## config.mk

```make
export PLATFORM = sky130hd
export DESIGN_NAME = spi_rx_buffer
export DESIGN_NICKNAME = d
export VERILOG_FILES = /design/src/rtl/spi_rx_buffer.sv
export SDC_FILE = /design/constraint.sdc
export NUM_CORES = 1
export LEC_CHECK = 0
export BUFFER_PORTS_ARGS = -buffer_cell sky130_fd_sc_hd__buf_2
export CAP_MARGIN = 20
export CORE_MARGIN = 2
export CORE_UTILIZATION = 50
export DETAILED_ROUTE_END_ITERATION = 8
export PLACE_DENSITY_LB_ADDON = 0.2
export SLEW_MARGIN = 20
export SYNTH_ARGS = -nofsm -noshare
export SYNTH_HDL_FRONTEND = slang
export SYNTH_SLANG_ARGS = --single-unit
```

## constraint.sdc

```tcl
create_clock -name clk -period 7.4 [get_ports clk]
set_input_delay 0 -clock clk [delete_from_list [all_inputs] [get_ports clk]]
set_output_delay 0 -clock clk [all_outputs]
set_load 0.1 [all_outputs]
```

## src/rtl/spi_rx_buffer.sv

```systemverilog
// rtl/spi_rx_buffer.sv - receive-side byte FIFO between spi_master and a consumer
//
// Purpose:
//   Buffers bytes strobed out of spi_master while slave select is active.
//   Reads have a 1-cycle latency: rd_data/rd_valid appear the cycle after rd_en.
//   A push into a full FIFO is dropped and sets a sticky overflow flag, unless a
//   pop is accepted in the same cycle, which frees the slot.
//
// Optional feature (macro SPI_RX_FRAME_LEN_EN):
//   Counts the bytes accepted during each ss-low frame, saturating at 255.
//   When ss rises, the count is reported on frame_len and frame_done pulses.
//   Without the macro, frame_done and frame_len are tied to 0.
//
// Parameters:
//   DEPTH      FIFO entries (power of two, >= 4)
//   AW         log2(DEPTH)
//
// Ports:
//   clk        in   rising-edge clock shared with spi_master / spi_mode_config
//   rst        in   asynchronous active-low reset
//   new_data   in   one-cycle strobe: data_out holds a received byte
//   data_out   in   [7:0] received byte
//   ss         in   slave select, active-low (low = frame active)
//   rd_en      in   consumer pop request
//   clr_ovf    in   clears the sticky overflow flag
//   rd_data    out  [7:0] popped byte (registered)
//   rd_valid   out  one-cycle pulse qualifying rd_data
//   empty      out  FIFO holds 0 entries
//   full       out  FIFO holds DEPTH entries
//   count      out  [AW:0] occupancy 0..DEPTH
//   ovf        out  sticky: a byte was dropped
//   frame_done out  one-cycle pulse at frame end
//   frame_len  out  [7:0] bytes accepted in the last completed frame

module spi_rx_buffer #(
  parameter int DEPTH = 16,
  parameter int AW    = 4
) (
  input  logic          clk,
  input  logic          rst,
  input  logic          new_data,
  input  logic [7:0]    data_out,
  input  logic          ss,
  input  logic          rd_en,
  input  logic          clr_ovf,
  output logic [7:0]    rd_data,
  output logic          rd_valid,
  output logic          empty,
  output logic          full,
  output logic [AW:0]   count,
  output logic          ovf,
  output logic          frame_done,
  output logic [7:0]    frame_len
);

  localparam logic [AW-1:0] PTR_ONE  = {{(AW-1){1'b0}}, 1'b1};
  localparam logic [AW:0]   CNT_ONE  = {{AW{1'b0}}, 1'b1};
  localparam logic [AW:0]   CNT_ZERO = '0;
  localparam logic [AW:0]   CNT_FULL = (AW+1)'(DEPTH);

  // Storage: not reset, contents are only meaningful between the pointers.
  logic [7:0] mem_q [DEPTH];

  logic [AW-1:0] wr_ptr_q, wr_ptr_d;
  logic [AW-1:0] rd_ptr_q, rd_ptr_d;
  logic [AW:0]   count_q,  count_d;
  logic          empty_q,  empty_d;
  logic          full_q,   full_d;
  logic          ovf_q,    ovf_d;
  logic [7:0]    rd_data_q, rd_data_d;
  logic          rd_valid_q, rd_valid_d;

  logic push_req;
  logic pop_acc;
  logic push_acc;
  logic drop;

  // A pop is only ever accepted from a non-empty FIFO, so a simultaneous
  // push+pop on an empty FIFO accepts just the push (no fall-through), and a
  // push into a full FIFO survives only if a pop frees a slot in that cycle.
  always_comb begin
    push_req = new_data & ~ss;
    pop_acc  = rd_en & ~empty_q;
    push_acc = push_req & (~full_q | pop_acc);
    drop     = push_req & full_q & ~pop_acc;
  end

  always_comb begin
    wr_ptr_d   = wr_ptr_q;
    rd_ptr_d   = rd_ptr_q;
    count_d    = count_q;
    ovf_d      = ovf_q;
    rd_data_d  = rd_data_q;
    rd_valid_d = 1'b0;

    if (push_acc) begin
      wr_ptr_d = wr_ptr_q + PTR_ONE;
    end

    if (pop_acc) begin
      rd_ptr_d   = rd_ptr_q + PTR_ONE;
      rd_data_d  = mem_q[rd_ptr_q];
      rd_valid_d = 1'b1;
    end

    case ({push_acc, pop_acc})
      2'b10:   count_d = count_q + CNT_ONE;
      2'b01:   count_d = count_q - CNT_ONE;
      default: count_d = count_q;
    endcase

    // Flags come from the next count so all three stay consistent each cycle.
    empty_d = (count_d == CNT_ZERO);
    full_d  = (count_d == CNT_FULL);

    // A drop in the same cycle as a clear leaves the flag set.
    if (drop) begin
      ovf_d = 1'b1;
    end else if (clr_ovf) begin
      ovf_d = 1'b0;
    end
  end

  always_ff @(posedge clk) begin
    if (push_acc) begin
      mem_q[wr_ptr_q] <= data_out;
    end
  end

  always_ff @(posedge clk or negedge rst) begin
    if (!rst) begin
      wr_ptr_q   <= '0;
      rd_ptr_q   <= '0;
      count_q    <= '0;
      empty_q    <= 1'b1;
      full_q     <= 1'b0;
      ovf_q      <= 1'b0;
      rd_data_q  <= 8'h00;
      rd_valid_q <= 1'b0;
    end else begin
      wr_ptr_q   <= wr_ptr_d;
      rd_ptr_q   <= rd_ptr_d;
      count_q    <= count_d;
      empty_q    <= empty_d;
      full_q     <= full_d;
      ovf_q      <= ovf_d;
      rd_data_q  <= rd_data_d;
      rd_valid_q <= rd_valid_d;
    end
  end

  assign rd_data  = rd_data_q;
  assign rd_valid = rd_valid_q;
  assign empty    = empty_q;
  assign full     = full_q;
  assign count    = count_q;
  assign ovf      = ovf_q;

`ifdef SPI_RX_FRAME_LEN_EN
  logic       ss_q,         ss_d;
  logic [7:0] frame_cnt_q,  frame_cnt_d;
  logic       frame_done_q, frame_done_d;
  logic [7:0] frame_len_q,  frame_len_d;
  logic       ss_rise;
  logic       ss_fall;

  // Only accepted pushes advance the counter; push_acc already implies ss=0,
  // so a byte strobed in the cycle ss rises is never counted.
  always_comb begin
    ss_d         = ss;
    frame_cnt_d  = frame_cnt_q;
    frame_done_d = 1'b0;
    frame_len_d  = frame_len_q;
    ss_rise      = ss & ~ss_q;
    ss_fall      = ~ss & ss_q;

    if (ss_fall) begin
      // A byte accepted in the very first frame cycle still belongs to it.
      frame_cnt_d = push_acc ? 8'd1 : 8'd0;
    end else if (push_acc && (frame_cnt_q != 8'hFF)) begin
      frame_cnt_d = frame_cnt_q + 8'd1;
    end

    if (ss_rise) begin
      frame_len_d  = frame_cnt_q;
      frame_done_d = 1'b1;
    end
  end

  always_ff @(posedge clk or negedge rst) begin
    if (!rst) begin
      ss_q         <= 1'b1;
      frame_cnt_q  <= 8'd0;
      frame_done_q <= 1'b0;
      frame_len_q  <= 8'd0;
    end else begin
      ss_q         <= ss_d;
      frame_cnt_q  <= frame_cnt_d;
      frame_done_q <= frame_done_d;
      frame_len_q  <= frame_len_d;
    end
  end

  assign frame_done = frame_done_q;
  assign frame_len  = frame_len_q;
`else
  assign frame_done = 1'b0;
  assign frame_len  = 8'h00;
`endif

endmodule

```

==> out/metrics.csv, run 1 <==
metric,value,unit
status,completed,
power,3.02,mW
netlist_area,0.00627,sq mm
fin_crit,3.61,ns
ff2ff_path_depth,11,
maxSlewHeadroom,33.1,%
drive_gt1_share,24.8,%
gp_congestion,0.792,
routed_wl,11100,um
antenna_left,0,
grt_pass1_vias,3080,
syn2layout_area_growth,15.1,%
end_kind,flip-flop,
p_leak,2.52,nW
place_inst,516,
fin_tns_setup,0,ns
met2WireLength,5310,um
startpoint_type,flip-flop,
fin_util,59.6,%
clk_path_buf_depth,2,
seq_area_frac_synth,71.3,%
clkSinkCount,153,
synth_edf_count,128,
synthTopCellsByArea,"edfxtp_1, dfrtp_1, mux4_2",
fin_cells,559,
wl_met3,422,um
synth.avg_cell_area,18.6,sq um
clk_latency,0.42,ns
synth_area_leader_cell,edfxtp_1,
vias,3022,
hold_viol_final,0,
cts_made_buffers,17,
crit_arrival,3.93,ns
grt_pass1_wl,17600,um
ios,40,
async_flop_share,16.3,%
drt_iter0_markers,299,
tightest_slew,1.00,ns
postSynthCellCount,337,
drc,0,
grt_usage,18.6,%
port_buffers,30,
cts_tree,built,
top_layer,met4,
gr-total-overflow,0,
grt_max_degree,36,
skew,0.00664,ns
htree_levels,4,
wl_per_cell,19.9,um
nets,400,
rsz0062_at_grt,false,
pwr-share-clk,28.8,%
pwr-share-seq,39.1,%
power.density,418,mW/mm^2
reg2reg_slack,3.79,ns
die_x,116,um
required,7.72,ns
diodes,0,
ys_warn_count,0,
synth_flop_cell,edfxtp_1,
hp-class,input pin to asynchronous set/reset pin,
crit_type,flip-flop to flip-flop,
vdd_ir_drop_max,225,uV
die-height,116,um
dr.pass1.iters,4,
start_util,51.8,%
setup_violations,0,
antenna_found_initial,0,
rows,40,
yosys.cell_types.count,41,
core-area,0.0121,sq mm
min_period_over_period,48.8,%
p_comb_share,32.1,%
cts_root_buf,clkbuf_16,
drt-met1-wl,5280,um
p_int,1.95,mW
ys_seq_elements,153,
yosysTopAreaCellShare,61.3,%
clkSlewWorstSetupHoldPaths,0.06,ns
drv_slew,0,
die-area,0.0135,sq mm
nFillCells,900,
dp_hpwl,7050,um
cts_resized,0,
vias_per_cell,5.41,
crit_fanout,21,
swShare,35.5,%
maxCapViolCount,0,
fmax,277,MHz
p_switching,1.07,mW
## worst max-delay path: stages, from the launching register on
cell	delay, ns
dfstp_2	0.36
nand2b_1	0.48
a21oi_1	0.74
inv_1	0.14
ha_1	0.34
xor2_1	0.20
ha_1	0.23
o21ai_0	0.15
a21oi_1	0.07
a2111oi_2	0.31
xor2_1	0.26
nor3b_1	0.23
## cells in the final DEF (no fill, tap or decap), types with 2 or more instances in the layout
cell,instances
xnor2_1,8
dfrtp_2,2
nand2_1,13
and2_1,2
conb_1,9
nor2b_1,3
nor3_2,4
clkbuf_16,17
nor3_1,10
buf_2,30
inv_1,5
clkinv_2,4
clkbuf_1,3
mux4_1,9
a221o_1,8
mux2_2,9
o21ai_0,4
mux4_2,23
dlygate4sd3_1,11
xor2_1,3
edfxtp_1,128
bufinv_16,4
a21oi_1,4
clkinv_1,4
nor2_1,15
dfrtp_1,22
mux2i_1,8
nand2b_1,5
nand4_1,2
ha_1,8
## logic make-up after synthesis
kind of cell	Yosys count	share of synthesized area, %
AO/OA/AOI/OAI	23	2.89
buffers and inverters	33	3.07
adder cells (fa/ha/maj)	8	1.60
XOR/XNOR	11	1.54
flip-flops	153	71.3
AND/OR/NAND/NOR	59	4.61
multiplexers	49	14.9
other	1	0.0598
## cell usage after synthesis (4+ instances only)
cell type	n
nor3_1	14
buf_4	9
dfrtp_1	24
xnor2_1	8
mux2i_1	8
inv_1	5
clkbuf_1	7
mux2_2	9
o21ai_0	4
nand2b_1	5
a21oi_1	4
ha_1	8
nand2_1	13
a221o_1	8
mux4_1	9
edfxtp_1	128
buf_1	6
nor2_1	15
mux4_2	23
## registers in the layout (all words and copies together), names as in the netlist
register,cells
rd_ptr_q,4
wr_ptr_q,4
ovf,1
rd_data,8
empty,1
full,1
mem_q,128
count,5
rd_valid,1
## what timing repair did
action	in CTS	in global routing
hold buffers	11	0
buffers inserted	0	0
hold endpoints to repair	154	0
## path summary, 6_finish.rpt
path,start,end
setup / recovery,empty,full
hold / removal,rst,count[1]
setup reg to reg,empty,full
hold reg to reg,rd_data[0],rd_data[0]
max in group asynchronous,rst,rd_ptr_q[0]
min in group clk,new_data,wr_ptr_q[0]
## final cells by class
type | count | area [sq um] | area share (%)
tap | 168 | 210 | 2.91
sequential | 153 | 4470 | 62.0
clock inverter | 12 | 155 | 2.15
inverter | 5 | 18.8 | 0.260
multi-input combinational | 159 | 1660 | 23.0
clock buffer | 20 | 437 | 6.05
timing repair buffer | 42 | 268 | 3.71
## metal layers
layer / global-route usage, % / vias up
li1: - / 1394
met1: 26.2 / 1554
met2: 28.5 / 64
met3: 5.02 / 10
met4: 6.43 / 0
met5: 0 / -
## per-stage QoR
stage / cell area [sq um] / hold WS (ns) / worst slack, ns
floorplan: 6300 / -0.296 / 4.27
global placement: 6520 / 0.0231 / 3.97
detailed placement: 6520 / 0.0254 / 3.83
CTS: 7220 / 0.115 / 3.76
global route: 7220 / 0.185 / 3.40
finish: 7220 / 0.110 / 3.79
## power by group through the flow
stage	sequential (mW)	clock [mW]	combinational (mW)
finish	1.18	0.869	0.970
global route	1.20	0.924	1.04
CTS	1.18	0.885	0.980
detailed placement	1.20	0	0.971
global placement	1.20	0	0.963
floorplan	1.38	0	0.601
No activity file was read; power rests on OpenSTA's default activity.
==> inputs of run 2 (changes only) <==
==> constraint.sdc (replaced) <==
create_clock -name clk -period 3.4 [get_ports clk]
set_input_delay 0 -clock clk [delete_from_list [all_inputs] [get_ports clk]]
set_output_delay 0 -clock clk [all_outputs]
set_load 0.1 [all_outputs]
==> run 2 against run 1 <==
  * Global-route usage up 0.36 points
  * Clock skew up 0.0019 ns
  * Critical path depth up 1
  * Combinational power up 130%
  * Via count up 2.6%
  * Non-clock buffer count up 8
  * Cell area down 0.14%
  * Sequential share of layout area up 0.069 points
  * Core utilization down 0.083 points
  * Die area unchanged
  * First-iteration DRC count down 18%
  * Clock power up 99%
  * Critical endpoint unchanged
  * Highest routed layer unchanged
==> out/metrics.csv, run 2 (synthesized netlist as in run 1, its figures left out) <==
metric,value,unit,change
cts_root_buf,clkbuf_16,,
die-height,116,um,unchanged
dr.pass1.iters,4,,unchanged
grt_pass1_wl,17700,um,+0.39%
power.density,889,mW/mm^2,+110%
maxCapViolCount,0,,unchanged
fin_tns_setup,0,ns,unchanged
drv_slew,0,,unchanged
fmax,360,MHz,+30%
drc,0,,unchanged
fin_crit,2.77,ns,-0.836 ns
top_register,mem_q,,
cts_made_buffers,17,,unchanged
grt_usage,19.0,%,+0.36 points
antenna_found_initial,0,,unchanged
crit_fanout,9,,-57%
htree_levels,4,,unchanged
dpl_cell_area,0.00655,sq mm,+0.48%
routed_wl,11400,um,+2.1%
grt_pass1_vias,3200,,+3.9%
ios,40,,unchanged
rows,40,,unchanged
hp-class,input pin to asynchronous set/reset pin,,
drt_iter0_markers,244,,-18%
nets,408,,+2.0%
clk_latency,0.42,ns,about the same
required,3.73,ns,-3.99 ns
clk_path_buf_depth,2,,unchanged
end_kind,flip-flop,,
status,completed,,
grt_max_degree,36,,unchanged
holdWs,0.120,ns,+0.0106 ns
dp_hpwl,6970,um,-1.2%
gp_congestion,0.801,,+1.2%
vdd_ir_drop_max,597,uV,+170%
startpoint_type,flip-flop,,
p_leak,2.53,nW,+0.48%
gr-total-overflow,0,,unchanged
largest_reg_flops,128,,unchanged
fin_cells,566,,+1.3%
core-area,0.0121,sq mm,unchanged
maxSlewHeadroom,32.1,%,-0.96 points
place_inst,523,,+1.4%
setup_violations,0,,unchanged
critPathLaunch,empty,,
vias,3100,,+2.6%
min_period_over_period,81.6,%,+33 points
diodes,0,,unchanged
fin_util,59.5,%,-0.083 points
cts_setup_buffers,0,,unchanged
antenna_left,0,,unchanged
nFillCells,907,,+0.78%
die-area,0.0135,sq mm,unchanged
drive_gt1_share,24.6,%,-0.19 points
crit_type,flip-flop to flip-flop,,
tightest_slew,1.02,ns,+0.0144 ns
hold_viol_final,0,,unchanged
clkSlewWorstSetupHoldPaths,0.06,ns,about the same
die_x,116,um,unchanged
wl_per_cell,20.1,um,+0.88%
final_cell_area,0.00721,sq mm,-0.14%
port_buffers,30,,unchanged
final_cell_mix,"edfxtp_1, buf_2, mux4_2, dfrtp_1, clkbuf_16",,
start_util,51.8,%,unchanged
crit_arrival,3.10,ns,-0.83 ns
r2r-start,empty,,
rsz0062_at_grt,false,,
skew,0.00850,ns,+0.00186 ns
syn2layout_area_growth,15.0,%,
final_common_cell,edfxtp_1,,
vias_per_cell,5.48,,+1.3%
clkSinkCount,153,,unchanged
cts_tree,built,,
run 2: final timing paths:
| check | end | slack, ns | cells after the start |
|---|---|---|---|
| setup / recovery | full | 0.63 | 12 |
| hold / removal | count[3] | 0.12 | 2 |
| setup reg to reg | full | 0.63 | 12 |
| hold reg to reg | count[4] | 0.51 | 1 |
| max in group asynchronous | rd_ptr_q[0] | 2.87 | 2 |
| min in group clk | wr_ptr_q[0] | 0.16 | 5 |
run 2: worst max-delay path, stage by stage, from the launching register on:
cell and delay, ns:
dfstp_2 0.52, nand2b_1 0.14, a21oi_1 0.08, buf_4 0.17
inv_1 0.08, ha_1 0.35, xor2_1 0.19, ha_1 0.21
o21ai_0 0.08, o2bb2ai_1 0.15, a2111oi_2 0.26, xor2_1 0.25
nor3b_1 0.20
run 2: repair_timing:
| action | 4_1_cts | 5_1_grt |
|---|---|---|
| setup endpoints to repair | 0 | 0 |
| resized for setup | 0 | 0 |
| endpoints found under the hold margin | 155 | 0 |
| hold buffers | 12 | 0 |
run 2: routing by layer:
| metal | part of all wire, % | GRT usage, % |
|---|---|---|
| met4 | 0.97 | 6.75 |
| met3 | 3.8 | 5.91 |
| met1 | 46 | 25.2 |
| met2 | 50 | 30.1 |
| met5 | 0 | 0 |
run 2: metrics by stage:
stage | total power [mW] | worst slack [ns]
floorplan | 4.32 | 0.266
global placement | 4.69 | 0.705
detailed placement | 4.72 | 0.620
CTS | 6.46 | 0.594
global route | 6.70 | 0.342
finish | 6.41 | 0.626
run 2: power by group:
group / internal, mW / switching [mW] / leakage [nW]
clock: 1.05 / 0.681 / 0.268
combinational: 0.781 / 1.41 / 0.812
sequential: 2.26 / 0.230 / 1.45
total: 4.09 / 2.32 / 2.53
run 2: cell type report:
cell class	instances	area, sq um	area share, %
Tap cell	168	210	2.92
Inverter	5	18.8	0.260
Clock inverter	13	111	1.54
Multi-Input combinational cell	159	1640	22.7
Clock buffer	18	429	5.95
Timing Repair Buffer	50	330	4.58
Sequential cell	153	4470	62.0
